[config.mk]
export PLATFORM = sky130hd
export DESIGN_NAME = seg_scan_driver
export DESIGN_NICKNAME = d
export VERILOG_FILES = /design/src/rtl/seg_scan_driver.sv
export SDC_FILE = /design/constraint.sdc
export NUM_CORES = 1
export LEC_CHECK = 0
export ABC_AREA = 1
export BUFFER_PORTS_ARGS = -buffer_cell sky130_fd_sc_hd__buf_4
export CAP_MARGIN = 20
export CORE_AREA = 2 2 99 82
export DETAILED_ROUTE_END_ITERATION = 8
export DIE_AREA = 0 0 101 84
export GPL_TIMING_DRIVEN = 0
export PLACE_DENSITY = 0.88
export SYNTH_ARGS = -nofsm -noshare
export SYNTH_HDL_FRONTEND = slang
export SYNTH_SLANG_ARGS = --single-unit
[constraint.sdc]
create_clock -name clk -period 3.3 [get_ports clk]
set_input_delay 0.165 -clock clk [delete_from_list [all_inputs] [get_ports clk]]
set_output_delay 0.165 -clock clk [all_outputs]
set_load 0.01 [all_outputs]
[src/rtl/seg_scan_driver.sv]
// seg_scan_driver: time-multiplexed 8-digit seven-segment scanner with dead-time blanking and a digit store
module seg_scan_driver #(
  parameter int REFRESH_DIV = 100000,
  parameter int DEAD_CYCLES = 2000
) (
  input  logic       clk,
  input  logic       rst,
  input  logic       wr_en,
  input  logic [2:0] wr_addr,
  input  logic [6:0] wr_seg,
  input  logic       wr_dp,
  input  logic [7:0] digit_en,
  output logic [7:0] an_n,
  output logic [6:0] seg_n,
  output logic       dp_n,
  output logic [2:0] digit_idx,
  output logic       frame_tick
);
  localparam int CW = $clog2(REFRESH_DIV);
  typedef enum logic {DEAD, DRIVE} state_t;
  state_t          state_q, state_d;
  logic [CW-1:0]   cnt_q, cnt_d;
  logic [2:0]      idx_q, idx_d;
  logic [7:0][7:0] mem_q, mem_d;
  logic [7:0]      an_n_q, an_n_d;
  logic [6:0]      seg_n_q, seg_n_d;
  logic            dp_n_q, dp_n_d, ft_q, ft_d, wrap, on;
  logic [2:0]      di_q, di_d;
  always_comb begin
    wrap    = int'(cnt_q) == REFRESH_DIV - 1;
    cnt_d   = wrap ? '0 : cnt_q + CW'(1);
    idx_d   = wrap ? idx_q + 3'd1 : idx_q;
    state_d = int'(cnt_d) < DEAD_CYCLES ? DEAD : DRIVE;
    mem_d   = mem_q;
    if (wr_en) mem_d[wr_addr] = {wr_seg, wr_dp};
    // outputs are a registered image of this cycle's state, so the store read uses mem_q
    on      = state_q == DRIVE && digit_en[idx_q];
    an_n_d  = on ? ~(8'd1 << idx_q) : 8'hFF;
    seg_n_d = on ? mem_q[idx_q][7:1] : 7'h7F;
    dp_n_d  = on ? mem_q[idx_q][0] : 1'b1;
    di_d    = idx_q;
    ft_d    = cnt_q == '0 && idx_q == 3'd0;
  end
  always_ff @(posedge clk) begin
    if (rst) begin
      state_q <= DEAD_CYCLES > 0 ? DEAD : DRIVE;
      cnt_q   <= '0;
      idx_q   <= 3'd0;
      mem_q   <= '1;
      an_n_q  <= 8'hFF;
      seg_n_q <= 7'h7F;
      dp_n_q  <= 1'b1;
      di_q    <= 3'd0;
      ft_q    <= 1'b0;
    end else begin
      state_q <= state_d;
      cnt_q   <= cnt_d;
      idx_q   <= idx_d;
      mem_q   <= mem_d;
      an_n_q  <= an_n_d;
      seg_n_q <= seg_n_d;
      dp_n_q  <= dp_n_d;
      di_q    <= di_d;
      ft_q    <= ft_d;
    end
  end
  assign an_n       = an_n_q;
  assign seg_n      = seg_n_q;
  assign dp_n       = dp_n_q;
  assign digit_idx  = di_q;
  assign frame_tick = ft_q;
endmodule

Yosys cells after proc, flatten, opt, wreduce, memory -nomap -nowiden
Index checks and enable logic that the tools add are counted.
W data, S select, Z words.
{ "word_totals": {"ramBits": 0, "mem_bits_ro": 0, "elab_cells": 41, "output_inout_bits": 20, "regBits": 105, "n_memories": 0, "latchBits": 0} }
{ "op_classes": {"n_eq_ne": 1, "add_sub_neg": 2, "mux": 9, "bitwise": 2, "order_cmp": 4, "reduce_logical": 6, "div_mod_pow": 0, "n_shift": 1, "mul": 0} }
{ "ops": {"columns": ["cell", "n"], "rows": [
  ["$bwmux W64", 1],
  ["$bmux W8 S3", 1],
  ["$demux W8 S3", 1],
  ["$add A17 B1 Y17 const B", 1],
  ["$eq A17 B16 Y1 const B", 1],
  ["$logic_not A17 Y1", 1],
  ["$lt A17 B11 Y1 const B", 1],
  ["$mux W17", 1],
  ["$mux W8", 2],
  ["$lt A3 B4 Y1 const B", 2],
  ["$not A8 Y8", 1],
  ["$shl A1 B3 Y8 const A", 1],
  ["$add A3 B1 Y3 const B", 1],
  ["$bmux W1 S3", 1],
  ["$ge A3 B1 Y1 const B", 1],
  ["$logic_and A1 B1 Y1", 3],
  ["$logic_not A3 Y1", 1],
  ["$mux W1", 2],
  ["$reduce_or A2 Y1", 1],
  ["$not A1 Y1", 1]
]} }

Depth between registers and ports, before layout
Gate-level depths: netlist of run 1.
{ "depth": {"ltp_word": 5, "ltp_mapped": 11, "ltp_nobuf": 11} }

Least setup slack after synthesis of run 1
OpenSTA, ideal clock, no wires.
{ "synth_timing": {"path_kind": "reg2reg", "startpoint": "reg idx_q[0], in the netlist di_d[0]", "endpoint": "reg ft_q, in the netlist frame_tick", "n_path_buf": 2, "setup_time_ns": 0.092, "t_required_ns": 3.208, "setup_slack_ns": 1.782, "path_stages_with_launch": 9, "t_arrival_ns": 1.426, "period_less_slack_ns": 1.518, "path_cell_list": "dfxtp_1 > inv_1 > buf_6 > clkbuf_1 > ha_1 > nand2_1 > nor3_1 > nand4_1 > nor4_1"} }
{ "synth_via": {"elab_chain_cells": 2} }
{ "synth_rtl": {"columns": ["element", "line", "rtl"], "rows": [
  ["from (decl)", "23", "logic [2:0] idx_q, idx_d;"],
  ["from (signal assigned)", "58", "idx_q <= idx_d;"],
  ["$logic_not A3 Y1", "42", "ft_d = cnt_q == '0 && idx_q == 3'd0;"],
  ["$logic_and A1 B1 Y1", "42", null],
  ["to (signal assigned)", "64", "ft_q <= ft_d;"],
  ["to (decl)", "27", "logic dp_n_q, dp_n_d, ft_q, ft_d, wrap, on;"]
]} }
Every way passes these cells.
A chain may end at the register's enable or synchronous reset.

Final worst setup path of run 1
{ "layout_timing": {"startpoint": "reg idx_q[1], in the netlist di_d[1]", "endpoint": "reg ft_q, in the netlist frame_tick"} }
The elaborated chain is that of the path after synthesis.

==> qor.json, run 1 <==
{
  "cts_resized": 0,
  "placedInstanceArea_sq_um": 4950,
  "rsz_0062_raised_after_global_routing": "false",
  "grt_antenna_before_repair": 0,
  "drt-wirelength-per-cell_um": 15.3,
  "wl_um": 12100,
  "syn_area_sq_um": 4590,
  "cts_buffers": 9,
  "hold_path_depth": 2,
  "via_count_of_the_first_global_routing_pass": 4203,
  "tritoncts_num_sinks": 105,
  "slew_headroom_pct": 63.4,
  "finalSetupViolations": 0,
  "postSynthRegisterBits": 105,
  "slack_of_the_worst_reg_to_reg_path_ps": 1250,
  "floorplan.die_area_sq_um": 8480,
  "cts_setup_buffers": 0,
  "vdd_ir_drop_max_v": 0.000219,
  "fmax_mhz": 487,
  "min_path_type": "in2reg",
  "syn-num-nets": 684,
  "final_min_period_over_clock_period_pct": 62.2,
  "dieHeight_um": 84,
  "num_antenna_cells": 0,
  "floorplan.core_area_sq_um": 7620,
  "clk_pin_slew_worst_paths_ps": 100,
  "clock_tree.buffer_depth": 2,
  "post_drt_via_cell_ratio": 5.76,
  "ys_seq_area_share_pct": 45.8,
  "drt_first_pass_iters": 5,
  "worst_hold_path.endpoint": "digit_idx[2]",
  "tritoncts": "done",
  "globalplace.congestion": 0.953,
  "rows": 29,
  "final_area_sq_um": 5160,
  "synthToLayoutAreaGrowth_pct": 12.3,
  "worst-endpoint-arrival_ps": 2320,
  "syn_avg_cell_area_sq_um": 7.02,
  "maxCapViolations": 0,
  "totalNegativeSetupSlack_ps": 0,
  "finalClockSkew_ps": 12.9,
  "grt_first_pass_wirelength_um": 20000,
  "final_layout_size_suffix_gt1_share_pct": 9.12,
  "ant_nets": 0,
  "crit_path_end_kind": "flop",
  "cts.root.buffer_cell": "sky130_fd_sc_hd__clkbuf_8",
  "worst_skew_pair.late_latency_ps": 380,
  "synth_cell_type_count": 26,
  "leakagePower_nw": 2.26,
  "drc_errors": 0,
  "detail_route.iter0.violations": 537,
  "cts-htree-levels": 3,
  "pwr_density_cell_nw_per_um2": 445,
  "worst_r2r_start": "di_d[1]",
  "hold_buffers": 0,
  "synth_cells": 654,
  "hpwlAfterDp_um": 8960,
  "buffer_ports.inserted": 32,
  "final.min_clock_period_ps": 2050,
  "crit_fanout": 11,
  "vias": 4579,
  "initial_utilization_pct": 60.3,
  "required_ps": 3570,
  "io_pins": 42,
  "grt_max_degree": 19,
  "setup.worst_path.class": "reg2reg",
  "setup.worst_path.start_class": "flop",
  "groute.usage.overall_pct": 30.1,
  "r2r_endpoint": "frame_tick",
  "hold_violations": 0,
  "global_route.overflow_total": 0,
  "final.fill_count": 631,
  "ys.warnings.count": 0,
  "number_of_cells_traversed_by_the_worst_register_to_register_path": 7,
  "status": "finished clean",
  "hold_start": "rst",
  "tightest_slew_ps": 550,
  "die-width_um": 101,
  "finish.net_count": 727,
  "maxSlewViolCount": 0
}
placed cells by master (no fill, tap or decap), types with 2 or more instances in the layout:
master / Yosys / final
sky130_fd_sc_hd__nand2_1: 187 / 187
sky130_fd_sc_hd__nand3_2: 2 / 2
sky130_fd_sc_hd__inv_1: 42 / 42
sky130_fd_sc_hd__nor2_2: 8 / 8
sky130_fd_sc_hd__buf_6: 3 / 3
sky130_fd_sc_hd__ha_1: 8 / 8
sky130_fd_sc_hd__nor2_1: 79 / 79
sky130_fd_sc_hd__clkbuf_1: 26 / 26
sky130_fd_sc_hd__o211ai_1: 4 / 4
sky130_fd_sc_hd__o21ai_1: 3 / 3
sky130_fd_sc_hd__xor2_1: 2 / 2
sky130_fd_sc_hd__a21oi_1: 11 / 11
sky130_fd_sc_hd__nor3_1: 4 / 4
sky130_fd_sc_hd__clkbuf_8: 0 / 10
sky130_fd_sc_hd__dfxtp_1: 105 / 105
sky130_fd_sc_hd__o21ai_0: 48 / 48
sky130_fd_sc_hd__o22ai_1: 14 / 14
sky130_fd_sc_hd__nand4_1: 9 / 9
sky130_fd_sc_hd__buf_2: 2 / 2
sky130_fd_sc_hd__buf_4: 0 / 32
sky130_fd_sc_hd__nand3_1: 89 / 89
sky130_fd_sc_hd__buf_1: 2 / 2
sky130_fd_sc_hd__inv_6: 0 / 4
metrics by stage:
stage                     power, W  hold WS [ps]  instances  worst slack (ps)  utilization [%]
after CTS                  0.00230          93.6        795              1260             67.7
final                      0.00229           103        795              1250             67.7
after global routing       0.00237           103        795              1080             67.7
after detailed placement   0.00148           439        779              1280             64.9
after global placement     0.00148           433        779              1310             64.9
after floorplan            0.00143           420        654              1780                -
how the worst max path moves through the flow:
stage	from	end	slack, ps	cells after the start
floorplan	di_d[0]	frame_tick	1780	8
global placement	di_d[1]	frame_tick	1310	7
detailed placement	di_d[1]	frame_tick	1280	7
CTS	di_d[1]	frame_tick	1260	7
global route	di_d[1]	frame_tick	1080	7
finish	di_d[1]	frame_tick	1250	7
state kept, by name (all words and copies together) (netlist names):
register and flops:
mem_q 64, seg_n 7, di_d 3, digit_idx 3, frame_tick 1, cnt_q 17, dp_n 1, an_n 8
state_q 1
cell type report:
class / count / area (sq um) / share of cell area (%)
multi-input combinational: 473 / 2180 / 42.3
sequential: 105 / 2100 / 40.8
timing repair buffer: 32 / 240 / 4.66
inverter: 43 / 161 / 3.13
buffer: 33 / 149 / 2.89
clock buffer: 10 / 138 / 2.67
tap: 93 / 116 / 2.26
clock inverter: 6 / 70.1 / 1.36
routing by layer:
layer / track usage, % / wire length (um) / vias up
li1: - / - / 2208
met1: 42.7 / 5340 / 2094
met3: 5.44 / 1280 / 28
met5: 0 / 0 / -
met4: 10.9 / 286 / 0
met2: 45.7 / 5230 / 249
cells in the mapped netlist (all sizes together):
master  instances  share of area, %
nor3            5              0.79
o21bai          1              0.16
o211ai          4              0.65
clkinv          1             0.082
ha              8               2.2
o22ai          14               1.9
nand4           9               1.2
xor2            2              0.38
clkbuf         26               2.1
nand3          91                10
nor2           87               7.5
nor4            1              0.14
nand2         187                15
a21oi          11               1.2
dfxtp         105                46
and2            1              0.14
inv            42               3.4
nor3b           1              0.16
buf             7               1.1
o21ai          51               5.6
kinds of logic (layout without fill, tap and decap cells):
group | Yosys count | count (layout) | synth area share (%)
fa+ha+maj | 8 | 8 | 2.18
simple gates | 382 | 382 | 35.4
xor+xnor | 2 | 2 | 0.382
buf+inv | 76 | 124 | 6.76
compound gates | 81 | 81 | 9.48
flops | 105 | 105 | 45.8
worst max-delay path: stages (launching register included):
cell and delay [ps]:
sky130_fd_sc_hd__dfxtp_1 390, sky130_fd_sc_hd__inv_1 250, sky130_fd_sc_hd__clkbuf_1 470, sky130_fd_sc_hd__ha_1 330, sky130_fd_sc_hd__nand2_1 70, sky130_fd_sc_hd__nor3_1 130
sky130_fd_sc_hd__nand4_1 100, sky130_fd_sc_hd__nor4_1 210
power breakdown:
group          internal, W  switching, W  total, W
registers          0.00130     0.0000195   0.00132
logic            0.0000470     0.0000958  0.000143
clock network     0.000381      0.000452  0.000834
total              0.00173      0.000568   0.00229
(Power assumes the default switching activity.)
==> inputs of run 2 (changes only) <==
--- a/config.mk
+++ b/config.mk
@@ -8,11 +8,11 @@
 export ABC_AREA = 1
 export BUFFER_PORTS_ARGS = -buffer_cell sky130_fd_sc_hd__buf_4
 export CAP_MARGIN = 20
-export CORE_AREA = 2 2 99 82
+export CORE_AREA = 2 2 108 89
 export DETAILED_ROUTE_END_ITERATION = 8
-export DIE_AREA = 0 0 101 84
+export DIE_AREA = 0 0 110 91
 export GPL_TIMING_DRIVEN = 0
-export PLACE_DENSITY = 0.88
+export PLACE_DENSITY = 0.79
 export SYNTH_ARGS = -nofsm -noshare
 export SYNTH_HDL_FRONTEND = slang
 export SYNTH_SLANG_ARGS = --single-unit
==> constraint.sdc (replaced) <==
create_clock -name clk -period 1.7 [get_ports clk]
set_input_delay 0.085 -clock clk [delete_from_list [all_inputs] [get_ports clk]]
set_output_delay 0.085 -clock clk [all_outputs]
set_load 0.01 [all_outputs]
==> qor.json, run 2 (synthesized netlist as in run 1, its figures left out) <==
{
  "status": "finished clean",
  "buffer_ports.inserted": {"value": 32, "change": "unchanged"},
  "crit_path_end_kind": "flop",
  "synthToLayoutAreaGrowth_pct": 14.2,
  "setup.worst_path.start_class": "flop",
  "r2r_endpoint": "state_q",
  "worst_r2r_start": "cnt_q[0]",
  "place_worst_setup_slack": {"value": -253, "unit": "ps", "change": "-1540 ps"},
  "via_count_of_the_first_global_routing_pass": {"value": 4251, "change": "+1.1%"},
  "hold_violations": {"value": 0, "change": "unchanged"},
  "largest_register": "mem_q",
  "worst_hold_path.endpoint": "digit_idx[2]",
  "cp_slowest_cell": "sky130_fd_sc_hd__dfxtp_4",
  "slack_of_the_worst_reg_to_reg_path": {"value": 80, "unit": "ps", "change": "-1170 ps"},
  "crit_fanout": {"value": 5, "change": "-6"},
  "vias": {"value": 4606, "change": "+0.59%"},
  "finalSetupViolations": {"value": 0, "change": "unchanged"},
  "drc_errors": {"value": 0, "change": "unchanged"},
  "cts-htree-levels": {"value": 3, "change": "unchanged"},
  "cts.root.buffer_cell": "sky130_fd_sc_hd__clkbuf_8",
  "initial_utilization": {"value": 51.7, "unit": "%", "change": "-8.6 points"},
  "mostFrequentLayoutCell": "sky130_fd_sc_hd__nand2_1",
  "rows": {"value": 31, "change": "+6.9%"},
  "io_pins": {"value": 42, "change": "unchanged"},
  "final.min_clock_period": {"value": 1620, "unit": "ps", "change": "-428 ps"},
  "tritoncts": "done",
  "hold_buffers": {"value": 0, "change": "unchanged"},
  "numPlacedInstances": {"value": 801, "change": "+2.8%"},
  "worst-endpoint-arrival": {"value": 1890, "unit": "ps", "change": "-430 ps"},
  "ant_nets": {"value": 0, "change": "unchanged"},
  "drt-wirelength-per-cell": {"value": 15.5, "unit": "um", "change": "+1.4%"},
  "hold_path_depth": {"value": 2, "change": "unchanged"},
  "tritoncts_num_sinks": {"value": 105, "change": "unchanged"},
  "cp_num_buf_inv": {"value": 1, "change": "-1"},
  "layout_common_cells": "sky130_fd_sc_hd__nand2_1 (184), sky130_fd_sc_hd__dfxtp_1 (102), sky130_fd_sc_hd__nand3_1 (89), sky130_fd_sc_hd__nor2_1 (76), sky130_fd_sc_hd__o21ai_0 (48)",
  "pwr_density_cell": {"value": 847, "unit": "nW/um^2", "change": "+90%"},
  "fmax": {"value": 616, "unit": "MHz", "change": "+26%"},
  "wl": {"value": 12700, "unit": "um", "change": "+4.3%"},
  "cts_buffers": {"value": 9, "change": "unchanged"},
  "rsz_0062_raised_after_global_routing": "true",
  "final_layout_size_suffix_gt1_share": {"value": 12.1, "unit": "%", "change": "+3.0 points"},
  "final.fill_count": {"value": 808, "change": "+28%"},
  "cp_cell_sequence": "ha_2 -> nand2_2 -> nor2_4 -> nand2_1 -> inv_1 -> nand3_1 -> nand3_1 -> nand2_1 -> nor2_1 -> a21oi_1",
  "dieHeight": {"value": 91, "unit": "um", "change": "+8.3%"},
  "num_antenna_cells": {"value": 0, "change": "unchanged"},
  "hold_start": "rst",
  "slew_headroom": {"value": 63.4, "unit": "%", "change": "+0.078 points"},
  "grt_antenna_before_repair": {"value": 0, "change": "unchanged"},
  "clock_tree.buffer_depth": {"value": 2, "change": "unchanged"},
  "cp_top_family": "simple AND/OR/NAND/NOR gates",
  "final_min_period_over_clock_period": {"value": 95.5, "unit": "%", "change": "+33 points"},
  "totalNegativeSetupSlack": {"value": 0, "unit": "ps", "change": "unchanged"},
  "global_route.overflow_total": {"value": 0, "change": "unchanged"},
  "required": {"value": 1970, "unit": "ps", "change": "-1600 ps"},
  "floorplan.core_area": {"value": 8880, "unit": "sq um", "change": "+17%"},
  "grt_max_degree": {"value": 18, "change": "-1"},
  "die-width": {"value": 110, "unit": "um", "change": "+8.9%"},
  "globalplace.congestion": {"value": 0.945, "change": "-0.78%"},
  "groute.usage.overall": {"value": 26.4, "unit": "%", "change": "-3.7 points"},
  "final_cell_count_no_fill": {"value": 818, "change": "+2.9%"},
  "maxSlewViolCount": {"value": 0, "change": "unchanged"},
  "maxCapViolations": {"value": 0, "change": "unchanged"},
  "finalClockSkew": {"value": 14.9, "unit": "ps", "change": "+1.99 ps"},
  "slowest_delay": {"value": 370, "unit": "ps", "change": "-100 ps"},
  "finish.net_count": {"value": 728, "change": "+0.14%"},
  "number_of_cells_traversed_by_the_worst_register_to_register_path": {"value": 10, "change": "+3"},
  "hpwlAfterDp": {"value": 9220, "unit": "um", "change": "+2.9%"},
  "setup.worst_path.class": "reg2reg",
  "drt_first_pass_iters": {"value": 5, "change": "unchanged"},
  "vdd_ir_drop_max": {"value": 0.000575, "unit": "V", "change": "+160%"},
  "tightest_slew": {"value": 548, "unit": "ps", "change": "-1.16 ps"},
  "layout_setup_ws": {"value": 76.3, "unit": "ps", "change": "-1170 ps"},
  "detail_route.iter0.violations": {"value": 396, "change": "-26%"},
  "post_drt_via_cell_ratio": {"value": 5.63, "change": "-2.2%"},
  "clk_pin_slew_worst_paths": {"value": 100, "unit": "ps", "change": "about the same"},
  "leakagePower": {"value": 2.28, "unit": "nW", "change": "+0.78%"},
  "grt_first_pass_wirelength": {"value": 20500, "unit": "um", "change": "+2.1%"},
  "floorplan.die_area": {"value": 10000, "unit": "sq um", "change": "+18%"},
  "worst_skew_pair.late_latency": {"value": 390, "unit": "ps", "change": "about the same"},
  "min_path_type": "in2reg",
  "largest_register_ff_count": {"value": 64, "change": "unchanged"}
}
==> run 2: changes by cell type in the layout (fill, tap and decap cells not counted), moves of 3 or more <==
cell,delta
sky130_fd_sc_hd__clkbuf_2,+5
sky130_fd_sc_hd__inv_6,-3
sky130_fd_sc_hd__nand2_2,+3
sky130_fd_sc_hd__nand2_1,-3
sky130_fd_sc_hd__dfxtp_1,-3
sky130_fd_sc_hd__clkbuf_1,-6
sky130_fd_sc_hd__nor2_1,-3
==> run 2: worst register-to-register path, cell delays in order, from the launching register on <==
cell,delay [ps]
sky130_fd_sc_hd__dfxtp_4,370
sky130_fd_sc_hd__ha_2,200
sky130_fd_sc_hd__nand2_2,100
sky130_fd_sc_hd__nor2_4,190
sky130_fd_sc_hd__nand2_1,90
sky130_fd_sc_hd__inv_1,120
sky130_fd_sc_hd__nand3_1,80
sky130_fd_sc_hd__nand3_1,100
sky130_fd_sc_hd__nand2_1,70
sky130_fd_sc_hd__nor2_1,120
sky130_fd_sc_hd__a21oi_1,70
==> run 2: power by group <==
part	switching [W]	internal (W)
clock network	0.000873	0.000730
registers	0.0000369	0.00252
logic	0.000189	0.0000923
==> run 2: routing by layer <==
layer	GRT usage [%]	wire, um	vias to the layer above	share of wire (%)
li1	-	-	2214	-
met1	38.3	5870	2143	46
met2	38.2	5310	228	42
met3	6.10	1240	21	9.8
met4	9.07	239	0	1.9
met5	0	0	-	0
==> run 2: layout make-up <==
type	count	area, sq um	area share (%)
repair buffers	33	248	4.72
well taps	115	144	2.74
plain buffers	33	163	3.10
flip-flops and latches	105	2110	40.2
inverters	43	161	3.08
multi-input cells	473	2220	42.3
clock buffers	11	141	2.70
clock inverters	5	62.6	1.19
==> run 2: worst max path at each step <==
stage | startpoint | to | cells past startpoint | slack (ps)
finish | cnt_q[0] | state_q | 10 | 80
global route | cnt_q[1] | state_q | 10 | -50
CTS | cnt_q[1] | state_q | 10 | 4
detailed placement | di_d[1] | frame_tick | 7 | -250
global placement | di_d[1] | frame_tick | 7 | -280
floorplan | di_d[0] | frame_tick | 8 | 180
==> run 2: what timing repair did <==
item | in CTS | in global routing
gates cloned | 0 | 0
gates resized for setup | 8 | 23
pin swaps | 1 | 1
endpoints found under the hold margin | 0 | 0
setup buffers | 1 | 0
endpoints found under the setup margin | 24 | 20
==> run 2: stage by stage <==
stage	hold slack, ps	util [%]	power [W]	area, sq um
floorplan	340	-	0.00278	4590
global placement	403	56.0	0.00287	4980
detailed placement	406	56.0	0.00288	4980
CTS	2.11	58.6	0.00443	5200
global route	16.1	59.0	0.00457	5240
finish	15.8	59.0	0.00444	5240
==> inputs of run 3 (changes only) <==
==> config.mk (replaced) <==
export PLATFORM = sky130hd
export DESIGN_NAME = seg_scan_driver
export DESIGN_NICKNAME = d
export VERILOG_FILES = /design/src/rtl/seg_scan_driver.sv
export SDC_FILE = /design/constraint.sdc
export NUM_CORES = 1
export LEC_CHECK = 0
export ABC_AREA = 0
export BUFFER_PORTS_ARGS = -buffer_cell sky130_fd_sc_hd__buf_4
export CAP_MARGIN = 20
export CORE_AREA = 2 2 109 90
export DETAILED_ROUTE_END_ITERATION = 8
export DIE_AREA = 0 0 111 92
export PLACE_DENSITY = 0.79
export REMOVE_ABC_BUFFERS = 1
export SYNTH_ARGS = -nofsm -noshare
export SYNTH_HDL_FRONTEND = slang
export SYNTH_SLANG_ARGS = --single-unit
==> qor.json, run 3 <==
{
  "startpoint": "cnt_q[6]",
  "leakagePower": {"value": 2.10, "unit": "nW", "change": "-7.7%"},
  "synth_most_common_cell": "sky130_fd_sc_hd__dfxtp_1",
  "min_path_type": "in2reg",
  "tightest_slew": {"value": 492, "unit": "ps", "change": "-56.0 ps"},
  "floorplan.core_area": {"value": 9250, "unit": "sq um", "change": "+4.1%"},
  "multiInputGateArea": {"value": 2520, "unit": "sq um", "change": "+14%"},
  "num_antenna_cells": {"value": 0, "change": "unchanged"},
  "power.switching": {"value": 0.00111, "unit": "W", "change": "+0.95%"},
  "ys.warnings.count": {"value": 0, "change": "unchanged"},
  "final_area": {"value": 5790, "unit": "sq um", "change": "+10%"},
  "vias": {"value": 3831, "change": "-17%"},
  "initial_utilization": {"value": 50.8, "unit": "%", "change": "-0.90 points"},
  "postSynth.asyncResetShare": {"value": 0, "unit": "%", "change": "unchanged"},
  "number_of_cells_traversed_by_the_worst_register_to_register_path": {"value": 6, "change": "-4"},
  "via_count_of_the_first_global_routing_pass": {"value": 3695, "change": "-13%"},
  "pwr_density_cell": {"value": 854, "unit": "nW/um^2", "change": "+0.88%"},
  "ys_top_cells_by_area": "sky130_fd_sc_hd__dfxtp_1 (45%), sky130_fd_sc_hd__a211o_1 (10%), sky130_fd_sc_hd__mux4_2 (8.6%)",
  "seq_area": {"value": 2130, "unit": "sq um", "change": "+0.83%"},
  "power.total": {"value": 0.00494, "unit": "W", "change": "+11%"},
  "finish.net_count": {"value": 568, "change": "-22%"},
  "cp_cell_sequence": "nand3_4 -> or4_4 -> buf_4 -> nand2_1 -> o21ai_0 -> a41oi_2",
  "drt-wirelength-per-cell": {"value": 17.3, "unit": "um", "change": "+12%"},
  "synthToLayoutAreaGrowth_pct": 23.2,
  "final_layout_size_suffix_gt1_share": {"value": 27.3, "unit": "%", "change": "+15 points"},
  "mostFrequentLayoutCell": "sky130_fd_sc_hd__dfxtp_1",
  "postSynthRegisterBits": {"value": 105, "change": "unchanged"},
  "totalNegativeSetupSlack": {"value": -60.4, "unit": "ps", "change": "-60.4 ps"},
  "hpwlAfterDp": {"value": 7340, "unit": "um", "change": "-20%"},
  "tritoncts": "done",
  "synth.top_cells.by_count": "sky130_fd_sc_hd__dfxtp_1 (105), sky130_fd_sc_hd__nor2b_1 (58), sky130_fd_sc_hd__a211o_1 (56), sky130_fd_sc_hd__nand2_1 (54), sky130_fd_sc_hd__nor2_1 (38)",
  "cp_slowest_cell": "sky130_fd_sc_hd__or4_4",
  "vdd_ir_drop_max": {"value": 0.000654, "unit": "V", "change": "+14%"},
  "largest_register": "mem_q",
  "globalplace.congestion": {"value": 0.892, "change": "-5.7%"},
  "hold_start": "wr_seg[2]",
  "pwr-share-seq": {"value": 51.6, "unit": "%", "change": "-6.0 points"},
  "dieHeight": {"value": 92, "unit": "um", "change": "+1.1%"},
  "hold_buffers": {"value": 0, "change": "unchanged"},
  "post_drt_via_cell_ratio": {"value": 5.79, "change": "+2.8%"},
  "grt_antenna_before_repair": {"value": 0, "change": "unchanged"},
  "layout_setup_ws": {"value": -60.4, "unit": "ps", "change": "-137 ps"},
  "final.fill_count": {"value": 727, "change": "-10%"},
  "ant_nets": {"value": 0, "change": "unchanged"},
  "synth_flop_cell": "sky130_fd_sc_hd__dfxtp_1",
  "layout_common_cells": "sky130_fd_sc_hd__dfxtp_1 (94), sky130_fd_sc_hd__buf_4 (82), sky130_fd_sc_hd__nor2b_1 (58), sky130_fd_sc_hd__a211o_1 (56), sky130_fd_sc_hd__nand2_1 (51)",
  "post-synth-top-area-fraction": {"value": 44.7, "unit": "%", "change": "-1.0 points"},
  "hold_violations": {"value": 0, "change": "unchanged"},
  "clock_tree.buffer_depth": {"value": 2, "change": "unchanged"},
  "rows": {"value": 32, "change": "+3.2%"},
  "floorplan.die_area": {"value": 10200, "unit": "sq um", "change": "+2.0%"},
  "synth_top_family_by_area": "simple AND/OR/NAND/NOR gates",
  "placedInstanceArea": {"value": 5330, "unit": "sq um", "change": "+7.1%"},
  "io_pins": {"value": 42, "change": "unchanged"},
  "ys_seq_area_share": {"value": 44.7, "unit": "%", "change": "-1.0 points"},
  "synth-edff-count": {"value": 0, "change": "unchanged"},
  "fmax": {"value": 568, "unit": "MHz", "change": "-7.8%"},
  "finalSetupViolations": {"value": 1, "change": "+1"},
  "clockPowerShare": {"value": 41.6, "unit": "%", "change": "+5.5 points"},
  "drt_first_pass_iters": {"value": 5, "change": "unchanged"},
  "syn_avg_cell_area": {"value": 9.75, "unit": "sq um", "change": "+39%"},
  "post_synthesis_share_of_cell_area_spent_on_full_adders_half_adders_and_majority_gates": {"value": 2.13, "unit": "%", "change": "-0.049 points"},
  "violations": "setup timing",
  "clk_pin_slew_worst_paths": {"value": 70, "unit": "ps", "change": "-30 ps"},
  "maxCapViolations": {"value": 0, "change": "unchanged"},
  "crit_path_end_kind": "flop",
  "slew_headroom": {"value": 67.1, "unit": "%", "change": "+3.6 points"},
  "grt_max_degree": {"value": 44, "change": "+26"},
  "setup.worst_path.start_class": "flop",
  "detail_route.iter0.violations": {"value": 244, "change": "-38%"},
  "muxShareOfSynthArea": {"value": 9.27, "unit": "%", "change": "+9.3 points"},
  "slowest_delay": {"value": 580, "unit": "ps", "change": "+210 ps"},
  "grt_first_pass_wirelength": {"value": 18300, "unit": "um", "change": "-10%"},
  "groute.usage.overall": {"value": 22.9, "unit": "%", "change": "-3.5 points"},
  "final_min_period_over_clock_period": {"value": 104, "unit": "%", "change": "+8.0 points"},
  "synth_compound_gate_area_share": {"value": 12.6, "unit": "%", "change": "+3.1 points"},
  "die-width": {"value": 111, "unit": "um", "change": "+0.91%"},
  "place_worst_setup_slack": {"value": -71.9, "unit": "ps", "change": "+181 ps"},
  "slack_of_the_worst_reg_to_reg_path": {"value": -60, "unit": "ps", "change": "-140 ps"},
  "largest_register_ff_count": {"value": 64, "change": "unchanged"},
  "cts_buffers": {"value": 9, "change": "unchanged"},
  "status": "finished with violations",
  "worst_r2r_start": "cnt_q[6]",
  "share_comb_of_total_power": {"value": 6.9, "unit": "%", "change": "+0.6 points"},
  "maxSlewViolCount": {"value": 0, "change": "unchanged"},
  "drc_errors": {"value": 0, "change": "unchanged"},
  "synth_cells": {"value": 482, "change": "-26%"},
  "synth_cell_type_count": {"value": 40, "change": "+54%"},
  "internal_power": {"value": 0.00384, "unit": "W", "change": "+15%"},
  "tritoncts_num_sinks": {"value": 105, "change": "unchanged"},
  "sw_frac_of_total": {"value": 22.4, "unit": "%", "change": "-2.3 points"},
  "cts.root.buffer_cell": "sky130_fd_sc_hd__clkbuf_16",
  "wl": {"value": 11400, "unit": "um", "change": "-9.6%"},
  "setup.worst_path.class": "reg2reg",
  "synthDominantAreaCellType": "sky130_fd_sc_hd__dfxtp_1",
  "synth_simple_gate_area_share": {"value": 24.0, "unit": "%", "change": "-11 points"},
  "final.min_clock_period": {"value": 1760, "unit": "ps", "change": "+137 ps"},
  "finalClockSkew": {"value": 8.98, "unit": "ps", "change": "-5.89 ps"},
  "xor_and_xnor_area_share_after_synthesis": {"value": 2.98, "unit": "%", "change": "+2.6 points"},
  "hold_path_depth": {"value": 2, "change": "unchanged"},
  "worst-endpoint-arrival": {"value": 2020, "unit": "ps", "change": "+130 ps"},
  "fin_hold_ws": {"value": 12.3, "unit": "ps", "change": "-3.51 ps"},
  "global_route.overflow_total": {"value": 0, "change": "unchanged"},
  "required": {"value": 1960, "unit": "ps", "change": "about the same"},
  "rsz_0062_raised_after_global_routing": "true",
  "syn_area": {"value": 4700, "unit": "sq um", "change": "+2.3%"},
  "worst_skew_pair.late_latency": {"value": 350, "unit": "ps", "change": "-40 ps"},
  "buffer_ports.inserted": {"value": 41, "change": "+28%"},
  "cts-htree-levels": {"value": 3, "change": "unchanged"},
  "crit_fanout": {"value": 5, "change": "unchanged"}
}
[run 3: changes by cell type in the layout (fill, tap and decap cells not counted), sizes merged, moves of 9 or more]
cell,delta
a211o,+56
a21oi,-9
buf,+43
clkbuf,-25
inv,-31
mux4,+18
nand2,-133
nand3,-74
nor2,-49
nor2b,+58
nor4,+9
o21ai,-50
o22ai,-14
xnor2,+11
[run 3: cell families after synthesis]
family                     after synthesis
xor gates and xnor gates                16
buffers and inverters                   50
DFF                                    105
AOI/OAI and AO/OA                       69
and+or+nand+nor                        213
adders and majority gates                8
muxes                                   21
[run 3: final timing paths]
| path | to |
|---|---|
| setup / recovery | state_q |
| hold / removal | mem_q[19] |
| setup reg to reg | state_q |
| hold reg to reg | mem_q[63] |
[run 3: what timing repair did]
item | 4_1_cts | 5_1_grt
endpoints found under the setup margin | 15 | 15
resized for setup | 15 | 23
buffers inserted | 0 | 2
pin swaps | 2 | 9
[run 3: power by group through the flow]
stage,Sequential (W),Combinational (W),Clock [W]
after floorplan,0.00260,0.000168,0
after global placement,0.00260,0.000314,0
after detailed placement,0.00261,0.000327,0
after CTS,0.00255,0.000333,0.00208
after global routing,0.00255,0.000371,0.00217
final,0.00255,0.000339,0.00206
[run 3: area by class of cell]
type	instances	area share, %
tap	119	2.57
timing repair buffer	84	11.3
clock inverter	5	1.12
multi-input combinational	327	43.5
inverter	11	0.714
sequential	105	36.7
clock buffer	11	4.02
[run 3: per-stage QoR]
stage	cells	util (%)
after global placement	644	57.6
after floorplan	443	-
final	662	62.6
after CTS	660	61.4
after detailed placement	644	57.6
after global routing	662	62.6
[run 3: worst max-delay path, delay by kind of cell (launching register included)]
family | cells | cell delay (ps)
AO/OA/AOI/OAI | 2 | 380
buffers and inverters | 1 | 160
flip-flops | 1 | 390
AND/OR/NAND/NOR | 3 | 750
[run 3: routing by layer]
| layer | GRT usage [%] | part of all wire, % | wire [um] |
|---|---|---|---|
| met4 | 7.60 | 1.9 | 222 |
| met1 | 29.2 | 42 | 4760 |
| met3 | 5.75 | 8.2 | 939 |
| met5 | 0 | 0 | 0 |
| met2 | 38.1 | 48 | 5530 |
